==> src/rtl/horiz_vert_timing_gen.sv <==
// rtl/horiz_vert_timing_gen.sv - horizontal/vertical raster timing generator with sync, blanking and frame strobes
module horiz_vert_timing_gen #(
    parameter int H_ACTIVE = 640,
    parameter int H_FP     = 16,
    parameter int H_SYNC   = 96,
    parameter int H_BP     = 48,
    parameter int V_ACTIVE = 480,
    parameter int V_FP     = 10,
    parameter int V_SYNC   = 2,
    parameter int V_BP     = 33,
    parameter int SYNC_POL = 0,
    parameter int CNT_W    = 16
) (
    input  logic             clk,
    input  logic             reset,
    input  logic             pix_en,
    output logic [CNT_W-1:0] h_count,
    output logic [CNT_W-1:0] v_count,
    output logic             hsync,
    output logic             vsync,
    output logic             video_on,
    output logic             line_end,
    output logic             frame_start
);

    localparam int H_TOTAL = H_ACTIVE + H_FP + H_SYNC + H_BP;
    localparam int V_TOTAL = V_ACTIVE + V_FP + V_SYNC + V_BP;

    // Totals must be representable in the counter width.
    if (((64'(H_TOTAL) >> CNT_W) != 64'd0) || ((64'(V_TOTAL) >> CNT_W) != 64'd0)) begin : g_width_check
        $error("horiz_vert_timing_gen: H_TOTAL/V_TOTAL do not fit in CNT_W bits");
    end

    localparam logic [CNT_W-1:0] H_LAST       = CNT_W'(H_TOTAL - 1);
    localparam logic [CNT_W-1:0] V_LAST       = CNT_W'(V_TOTAL - 1);
    localparam logic [CNT_W-1:0] H_ACT_END    = CNT_W'(H_ACTIVE);
    localparam logic [CNT_W-1:0] V_ACT_END    = CNT_W'(V_ACTIVE);
    localparam logic [CNT_W-1:0] H_SYNC_FIRST = CNT_W'(H_ACTIVE + H_FP);
    localparam logic [CNT_W-1:0] H_SYNC_LAST  = CNT_W'(H_ACTIVE + H_FP + H_SYNC - 1);
    localparam logic [CNT_W-1:0] V_SYNC_FIRST = CNT_W'(V_ACTIVE + V_FP);
    localparam logic [CNT_W-1:0] V_SYNC_LAST  = CNT_W'(V_ACTIVE + V_FP + V_SYNC - 1);
    localparam logic             SYNC_ON      = 1'(SYNC_POL);

    logic [CNT_W-1:0] h_count_q, h_count_d;
    logic [CNT_W-1:0] v_count_q, v_count_d;
    logic             frame_start_q, frame_start_d;
    logic             h_wrap;
    logic             v_wrap;

    // Next-state: horizontal counter wraps at H_TOTAL-1, vertical steps on each horizontal wrap.
    always_comb begin
        h_count_d     = h_count_q;
        v_count_d     = v_count_q;
        h_wrap        = (h_count_q == H_LAST);
        v_wrap        = (v_count_q == V_LAST);
        frame_start_d = 1'b0;
        if (pix_en) begin
            if (h_wrap) begin
                h_count_d = '0;
                if (v_wrap) begin
                    v_count_d     = '0;
                    frame_start_d = 1'b1;
                end else begin
                    v_count_d = v_count_q + CNT_W'(1);
                end
            end else begin
                h_count_d = h_count_q + CNT_W'(1);
            end
        end
    end

    // Position counters and the frame strobe; reset forces the origin immediately.
    always_ff @(posedge clk or posedge reset) begin
        if (reset) begin
            h_count_q     <= '0;
            v_count_q     <= '0;
            frame_start_q <= 1'b0;
        end else begin
            h_count_q     <= h_count_d;
            v_count_q     <= v_count_d;
            frame_start_q <= frame_start_d;
        end
    end

    assign h_count     = h_count_q;
    assign v_count     = v_count_q;
    assign frame_start = frame_start_q;
    assign line_end    = pix_en && h_wrap;
    assign video_on    = (h_count_q < H_ACT_END) && (v_count_q < V_ACT_END);
    assign hsync       = ((h_count_q >= H_SYNC_FIRST) && (h_count_q <= H_SYNC_LAST)) ? SYNC_ON : ~SYNC_ON;
    assign vsync       = ((v_count_q >= V_SYNC_FIRST) && (v_count_q <= V_SYNC_LAST)) ? SYNC_ON : ~SYNC_ON;

endmodule

==> config.mk <==
export PLATFORM = sky130hd
export DESIGN_NAME = horiz_vert_timing_gen
export DESIGN_NICKNAME = d
export VERILOG_FILES = /design/src/rtl/horiz_vert_timing_gen.sv
export SDC_FILE = /design/constraint.sdc
export NUM_CORES = 1
export LEC_CHECK = 0
export BUFFER_PORTS_ARGS = -buffer_cell sky130_fd_sc_hd__buf_2
export CAP_MARGIN = 40
export CORE_UTILIZATION = 45
export CTS_CLUSTER_DIAMETER = 100
export DETAILED_ROUTE_END_ITERATION = 6
export PLACE_DENSITY = 0.67
export SLEW_MARGIN = 20
export SYNTH_ARGS = -nofsm -noshare
export SYNTH_HDL_FRONTEND = slang
export SYNTH_SLANG_ARGS = --single-unit
==> constraint.sdc <==
create_clock -name clk -period 2.35 [get_ports clk]
set_input_delay 0.235 -clock clk [delete_from_list [all_inputs] [get_ports clk]]
set_output_delay 0.235 -clock clk [all_outputs]
set_load 0.01 [all_outputs]
==> results of run 1 <==
power groups by stage:
stage	combinational, mW	clock [mW]	sequential [mW]
final	0.159	0.413	0.673
after global routing	0.185	0.442	0.678
after CTS	0.161	0.420	0.670
after detailed placement	0.159	0	0.679
after global placement	0.158	0	0.679
after floorplan	0.104	0	0.680
critical path, cell delays in order, from the launching register on:
cell	delay (ns)
dfrtp_1	0.44
nor4_1	0.40
nand2_1	0.14
or4_1	0.52
buf_2	0.15
per-layer routing:
layer | up-vias | global-route usage [%] | routed length [µm] | part of all wire (%)
met2 | 71 | 29.7 | 1830 | 45
met1 | 758 | 27.8 | 1880 | 46
met5 | - | 0 | 0 | 0
met4 | 0 | 6.38 | 63 | 1.5
li1 | 777 | - | - | -
met3 | 9 | 5.17 | 293 | 7.2
through the flow:
stage          hold slack, ns  cells  power [mW]
4_1_cts                0.0412    289        1.25
3_3_place_gp            0.351    281       0.836
3_5_place_dp            0.351    281       0.838
6_report               0.0187    289        1.24
5_1_grt                0.0749    289        1.31
2_1_floorplan           0.364    197       0.784
logic make-up after synthesis:
group / count (synthesis)
XOR/XNOR: 14
multiplexers: 3
buffers and inverters: 19
AND/OR/NAND/NOR: 93
flip-flops: 33
AO/OA/AOI/OAI: 31
adder cells (fa/ha/maj): 4
cells in the final DEF (no fill, tap or decap), types with 2 or more instances in the layout:
cell type  count
inv_1          7
nor2b_1        3
a31oi_1        2
and3_1         5
nand4_1       10
a21oi_1        2
clkbuf_8       5
or3_1          2
nand2_1       19
nor4_1         3
buf_4          6
nand2b_1       2
xor2_1         6
nor4bb_1       2
nand3_1       11
buf_2         39
xnor2_1        8
nor3_1         7
dfrtp_1       33
nand2b_4       2
o21ai_1        8
nor2_1        19
mux2_2         2
o21ai_0        9
ha_1           4
o31ai_1        6
clkbuf_1       3
sequential cells by signal, summed over array words and instances (netlist names):
| signal | cells |
|---|---|
| v_count | 16 |
| h_count | 16 |
| frame_start | 1 |
worst max path at each step:
stage                           start          end  slack, ns  depth (start not counted)
after floorplan            h_count[6]  v_count[15]       0.38                          7
after global placement     h_count[5]  v_count[15]       0.39                          5
after detailed placement  h_count[10]  v_count[15]       0.37                          5
after CTS                 v_count[11]        vsync       0.18                          4
after global routing      v_count[11]        vsync       0.12                          4
final                     v_count[11]        vsync       0.18                          4
cell type report:
cell class | instances | share of cell area (%)
inverters | 8 | 1.95
flip-flops and latches | 33 | 37.9
repair buffers | 45 | 11.0
well taps | 50 | 2.87
multi-input cells | 145 | 42.6
clock buffers | 8 | 3.68
==> impl_metrics.json, run 1 <==
{
  "nets": 245,
  "coreArea_um2": 4000,
  "syn_area_um2": 1870,
  "synth_top_family_by_area": "simple AND/OR/NAND/NOR gates",
  "min_period_ns": 2.17,
  "hold_class": "in2async",
  "maxCapViolCount": 0,
  "grt_max_degree": 34,
  "start_kind": "flip-flop",
  "finalCritPeriodShare_pct": 92.4,
  "multi_input_comb_area_um2": 927,
  "synthTopCellsByArea": "dfrtp_1 44%, nand2_1 3.8%, nor2_1 3.8%",
  "outcome": "finished, violations left",
  "p_clk_share_pct": 33.2,
  "vdd_drop_max_v": 0.000338,
  "num_io_pins": 40,
  "post-cts-setup-buffer-count": 0,
  "slew_viol_final": 0,
  "placed_area_um2": 2100,
  "p_per_area_nw_per_um2": 571,
  "antenna_found_initial": 0,
  "clkLatencyLatePin_ns": 0.29,
  "overflow": 0,
  "pre_cts_ws_ns": 0.372,
  "fmax_mhz": 461,
  "cts_root_buffer": "clkbuf_8",
  "seq_area_frac_synth_pct": 44.3,
  "critPathRequiredTime_ns": 2.12,
  "dr.pass1.iters": 7,
  "avgSynthCellArea_um2": 9.47,
  "p_seq_share_pct": 54.0,
  "ant_nets": 0,
  "critPathCaptureType": "primary output",
  "hpwlAfterDp_um": 2890,
  "grt_pass1_vias": 1384,
  "syn_inst": 197,
  "p_int_mw": 0.891,
  "leakage_nw": 1.02,
  "path_max_fanout": 6,
  "grtUsageTotal_pct": 19.9,
  "postCtsHoldBufs": 0,
  "drt_wl_total_um": 4070,
  "synth_compound_area_share_pct": 10.3,
  "r2r_slack_ns": 0.39,
  "violations": "design-rule violations",
  "utilization_pct": 54.5,
  "die_h_um": 66.4,
  "synthSimpleGateAreaFrac_pct": 28.4,
  "synth-adder-area-share_pct": 2.68,
  "clkTransAtPathRegs_ns": 0.07,
  "synth_cell_types": 40,
  "cts_made_buffers": 5,
  "async_flop_share_pct": 100,
  "slew_headroom_pct": 72.1,
  "first_iter_violations": 107,
  "yosys.cell_count.top_type": "dfrtp_1",
  "fillers": 382,
  "syn_nets": 204,
  "combPwrFrac_pct": 12.7,
  "ys.flop_type": "dfrtp_1",
  "wl_per_cell_um": 14.1,
  "finalWorstSetupSlack_ns": 0.179,
  "drive_above_1_share_pct": 25.1,
  "dieArea_um2": 4410,
  "io_buffers": 39,
  "synth_top_cell_by_area": "dfrtp_1",
  "final_hold_viol_count": 0,
  "tightest_slew_ns": 0.419,
  "cts_tree": "built",
  "cts_max_path_buffers": 2,
  "via_per_inst": 5.59,
  "reg2reg_depth": 5,
  "area_growth_pct": 16.8,
  "rsz0062_at_grt": "no",
  "r2r-end": "v_count[15]",
  "gp_congestion": 0.876,
  "setup_tns_ns": 0,
  "synthXorXnorAreaFrac_pct": 6.57,
  "finalSetupViolCount": 0,
  "synth_top_area_share_pct": 44.3,
  "drc": 2,
  "ys_warn_count": 0,
  "num_vias": 1615,
  "area.sequential_um2": 826,
  "num_antenna_cells": 0,
  "swShare_pct": 28.4,
  "die_x_um": 66.4,
  "grt_pass1_wl_um": 6570,
  "crit_type": "reg2out",
  "synth_edf_count": 0,
  "htreeDepth": 2,
  "worst_r2r_startpoint": "h_count[10]",
  "power.net_switching_mw": 0.353,
  "design_area_um2": 2180,
  "initial_core_util_pct": 46.6,
  "cts_resized": 0,
  "synth_common_cells": "33 x dfrtp_1, 19 x nand2_1, 19 x nor2_1",
  "crit_arrival_ns": 1.94,
  "finClkSkew_ns": 0.00245,
  "rows": 23,
  "synthMuxAreaShare_pct": 1.81,
  "cts.sinks": 33,
  "ys_ff_latch": 33
}
Note: power is estimated with default switching activity, not from simulation.
==> run 2, diff against run 1 <==
Settings changed: BUFFER_PORTS_ARGS -buffer_cell sky130_fd_sc_hd__buf_2 to -buffer_cell sky130_fd_sc_hd__buf_4.
==> run 2 against run 1 <==
  * Highest routed layer unchanged
  * Register-to-register slack worse by 0.12 ns
  * Clock skew up 0.0025 ns
  * Sequential share of layout area down 1.8 points
  * Count of clock-buffer cells in the layout down 1
  * Global-route usage up 1.3 points
  * Power up 3.0%
  * Clock power up 5%
  * Die area unchanged
  * The run now ends clean
  * Critical path type unchanged
  * Design area up 5.1%
==> impl_metrics.json, run 2 (same netlist as run 1, synthesis figures left out) <==
{
  "p_per_area_nw_per_um2": 560,
  "cts_max_path_buffers": 2,
  "die_x_um": 66.4,
  "outcome": "complete, no violations",
  "path_max_fanout": 4,
  "area_growth_pct": 22.7,
  "crit_type": "reg2out",
  "cts_made_buffers": 5,
  "crit_buf_inv": 1,
  "die_h_um": 66.4,
  "grtUsageTotal_pct": 21.2,
  "utilization_pct": 57.2,
  "dr.pass1.iters": 6,
  "nets": 245,
  "fmax_mhz": 463,
  "slew_headroom_pct": 72.1,
  "num_antenna_cells": 0,
  "cp_cell_sequence": "nor4_2, nand2_1, or4_1, buf_4",
  "cts_root_buffer": "clkbuf_8",
  "critPathCaptureType": "primary output",
  "final_hold_viol_count": 0,
  "final_common_cell": "buf_4",
  "io_buffers": 39,
  "start_kind": "flip-flop",
  "grt_max_degree": 34,
  "initial_core_util_pct": 46.6,
  "setup_tns_ns": 0,
  "coreArea_um2": 4000,
  "vdd_drop_max_v": 0.000445,
  "overflow": 0,
  "rows": 23,
  "drc": 0,
  "clkLatencyLatePin_ns": 0.29,
  "first_iter_violations": 110,
  "via_per_inst": 5.53,
  "num_io_pins": 40,
  "hpwlAfterDp_um": 2950,
  "critPathSlowestCell": "or4_1",
  "tightest_slew_ns": 0.419,
  "post-cts-setup-buffer-count": 0,
  "finClkSkew_ns": 0.00497,
  "critical-path-top-delay-family": "simple AND/OR/NAND/NOR gates",
  "gp_congestion": 0.892,
  "htreeDepth": 2,
  "cts.sinks": 33,
  "dieArea_um2": 4410,
  "slew_viol_final": 0,
  "num_vias": 1594,
  "min_period_ns": 2.16,
  "finalSetupViolCount": 0,
  "finalCritPeriodShare_pct": 91.9,
  "wl_per_cell_um": 14.6,
  "hold_class": "in2async",
  "drive_above_1_share_pct": 26.1,
  "timing.hold.ws_ns": 0.0383,
  "antenna_found_initial": 0,
  "critPathRequiredTime_ns": 2.12,
  "grt_pass1_vias": 1379,
  "clkTransAtPathRegs_ns": 0.07,
  "cts_tree": "built",
  "drt_wl_total_um": 4210,
  "ant_nets": 0,
  "layout_common_cells": "45 x buf_4, 33 x dfrtp_1, 19 x nor2_1, 19 x nand2_1, 11 x nand3_1",
  "grt_pass1_wl_um": 6840,
  "crit_arrival_ns": 1.92,
  "leakage_nw": 1.04,
  "rsz0062_at_grt": "no",
  "maxCapViolCount": 0,
  "slowest_delay_ns": 0.53
}
==> run 2: area by class of cell <==
type	instances	area (µm²)
Fill cell	384	1710
Timing Repair Buffer	45	338
Inverter	8	42.5
Multi-Input combinational cell	145	933
Tap cell	50	62.6
Sequential cell	33	826
Clock buffer	7	86.3
==> run 2: what timing repair did <==
action,in CTS,in global routing
gates resized for setup,0,1
hold buffers,0,0
setup endpoints to repair,0,1
==> run 2: final timing paths <==
path | from | to | slack [ns] | cells after the start
setup / recovery | v_count[14] | vsync | 0.19 | 4
hold / removal | reset | v_count[9] | 0.04 | 3
setup reg to reg | h_count[10] | v_count[15] | 0.27 | 5
hold reg to reg | h_count[15] | h_count[15] | 0.49 | 1
max in group asynchronous | reset | h_count[4] | 2.01 | 3
min in group clk | pix_en | h_count[0] | 0.19 | 2
==> run 2: metrics by stage <==
step	setup slack (ns)	total power [mW]	cell area, µm²	std cells
finish	0.190	1.28	2290	288
global route	0.0528	1.35	2290	288
CTS	0.137	1.30	2280	288
detailed placement	0.256	0.862	2200	281
global placement	0.311	0.859	2200	281
floorplan	0.375	0.784	1870	197
==> run 2: layer usage <==
metal,up-vias,GRT usage [%],part of all wire (%)
met2,51,30.1,46
met5,-,0,0
met4,0,7.98,1.6
met3,8,6.21,5.6
met1,755,30.1,47
li1,780,-,-
==> run 2: worst reg2reg max path, delay by kind of cell, from the launching register on <==
| kind | cells | cell delay, ns |
|---|---|---|
| simple gates | 4 | 1.18 |
| flops | 1 | 0.44 |
| mux | 1 | 0.36 |
==> run 2: report_power, final <==
part,internal (mW),switching [mW],leakage [nW]
combinational,0.0950,0.0851,0.554
clock,0.232,0.200,0.0443
sequential,0.608,0.0628,0.441
total,0.935,0.348,1.04
==> run 3, diff against run 2 <==
==> constraint.sdc (replaced) <==
create_clock -name clk -period 2.35 [get_ports clk]
set_input_delay 0.1175 -clock clk [delete_from_list [all_inputs] [get_ports clk]]
set_output_delay 0.1175 -clock clk [all_outputs]
set_load 0.01 [all_outputs]
==> run 3 against run 2 <==
  * Clock skew rose by 0.0076 ns
  * First-iteration DRC count down 8.2%
  * Via count hardly changed
  * Sequential share of layout area shrank 0.53 points
  * Count of clock-buffer cells in the layout is the same
==> impl_metrics.json, run 3 (same netlist as run 1, synthesis figures left out) <==
{
  "placed_area_um2": 2200,
  "path_max_fanout": 4,
  "timing.hold.ws_ns": 0.0963,
  "antenna_found_initial": 0,
  "coreArea_um2": 4000,
  "clkLatencyLatePin_ns": 0.28,
  "io_buffers": 39,
  "tightest_slew_ns": 0.436,
  "reg2reg_depth": 5,
  "vdd_drop_max_v": 0.000464,
  "drt_wl_total_um": 4110,
  "rsz0062_at_grt": "no",
  "hold_start": "pix_en",
  "wl_per_cell_um": 14.2,
  "area_growth_pct": 24.5,
  "worst_r2r_startpoint": "h_count[10]",
  "num_io_pins": 40,
  "holdPathEnd": "h_count[0]",
  "post-cts-setup-buffer-count": 0,
  "fillers": 372,
  "grtUsageTotal_pct": 20.6,
  "num_vias": 1593,
  "fmax_mhz": 474,
  "finalWorstSetupSlack_ns": 0.238,
  "cts_resized": 0,
  "drive_above_1_share_pct": 25.8,
  "outcome": "complete, no violations",
  "slew_headroom_pct": 70.7,
  "postCtsHoldBufs": 1,
  "via_per_inst": 5.49,
  "clkTransAtPathRegs_ns": 0.07,
  "setup_tns_ns": 0,
  "r2r_slack_ns": 0.24,
  "first_iter_violations": 101,
  "pre_cts_ws_ns": 0.232,
  "instances_no_fill": 290,
  "finalCritPeriodShare_pct": 89.9,
  "finClkSkew_ns": 0.0126,
  "layout_common_cells": "45 x buf_4, 33 x dfrtp_1, 19 x nor2_1, 19 x nand2_1, 11 x nand3_1",
  "grt_pass1_wl_um": 6710,
  "crit_type": "reg2out",
  "die_x_um": 66.4,
  "crit_arrival_ns": 1.99,
  "start_kind": "flip-flop",
  "dp.cells": 281,
  "critPathRequiredTime_ns": 2.23,
  "drc": 0,
  "final_hold_viol_count": 0,
  "die_h_um": 66.4,
  "cts_made_buffers": 5,
  "num_antenna_cells": 0,
  "overflow": 0,
  "cts_root_buffer": "clkbuf_8",
  "total_power_mw": 1.41,
  "gp_congestion": 0.856,
  "slew_viol_final": 0,
  "r2r-end": "v_count[15]",
  "grt_pass1_vias": 1363,
  "htreeDepth": 2,
  "nets": 246,
  "worstHoldPathCells": 2,
  "ant_nets": 0,
  "dieArea_um2": 4410,
  "critPathCaptureType": "primary output",
  "initial_core_util_pct": 46.6,
  "hpwlAfterDp_um": 2920,
  "dr.pass1.iters": 5,
  "final_common_cell": "buf_4",
  "maxCapViolCount": 0,
  "hold_class": "in2reg",
  "cts_max_path_buffers": 2,
  "leakage_nw": 1.06,
  "min_period_ns": 2.11,
  "cts.sinks": 33,
  "rows": 23,
  "utilization_pct": 58.1,
  "cts_tree": "built",
  "grt_max_degree": 34,
  "p_per_area_nw_per_um2": 605,
  "design_area_um2": 2320,
  "finalSetupViolCount": 0
}
==> run 3: changes by cell type in the layout (fill, tap and decap cells not counted), sizes merged <==
cell         delta
bufinv          +1
dlygate4sd3     +1
==> run 3: cell type report <==
class	count	area, µm²	share of cell area (%)
clock buffers	7	86.3	3.72
flip-flops and latches	33	826	35.6
repair buffers	46	348	15.0
multi-input cells	145	927	39.9
inverters	8	42.5	1.83
well taps	50	62.6	2.69
clock inverters	1	30.0	1.29
==> run 3: how the worst max path moves through the flow <==
stage / start / to / slack, ns / depth (start not counted)
after floorplan: h_count[6] / v_count[15] / 0.38 / 7
after global placement: h_count[10] / v_count[15] / 0.30 / 5
after detailed placement: h_count[10] / v_count[15] / 0.23 / 5
after CTS: v_count[14] / vsync / 0.17 / 4
after global routing: h_count[10] / v_count[15] / 0.10 / 5
final: v_count[14] / vsync / 0.24 / 4
==> run 3: worst max-delay path: stages (launching register included) <==
cell and delay (ns):
dfrtp_1 0.42, nor4_1 0.45, nand2_1 0.15, or4_1 0.53, buf_4 0.16
==> run 3: routing by layer <==
layer / wire length, µm / up-vias / GRT usage, %
met3: 195 / 6 / 5.86
met1: 1960 / 762 / 30.0
met5: 0 / - / 0
met4: 52 / 0 / 8.24
li1: - / 785 / -
met2: 1900 / 40 / 28.2
==> run 3: power breakdown <==
group | total [mW] | switching [mW] | internal [mW] | leakage [nW]
combinational | 0.181 | 0.0851 | 0.0960 | 0.556
sequential | 0.672 | 0.0650 | 0.607 | 0.441
clock | 0.553 | 0.207 | 0.346 | 0.0585
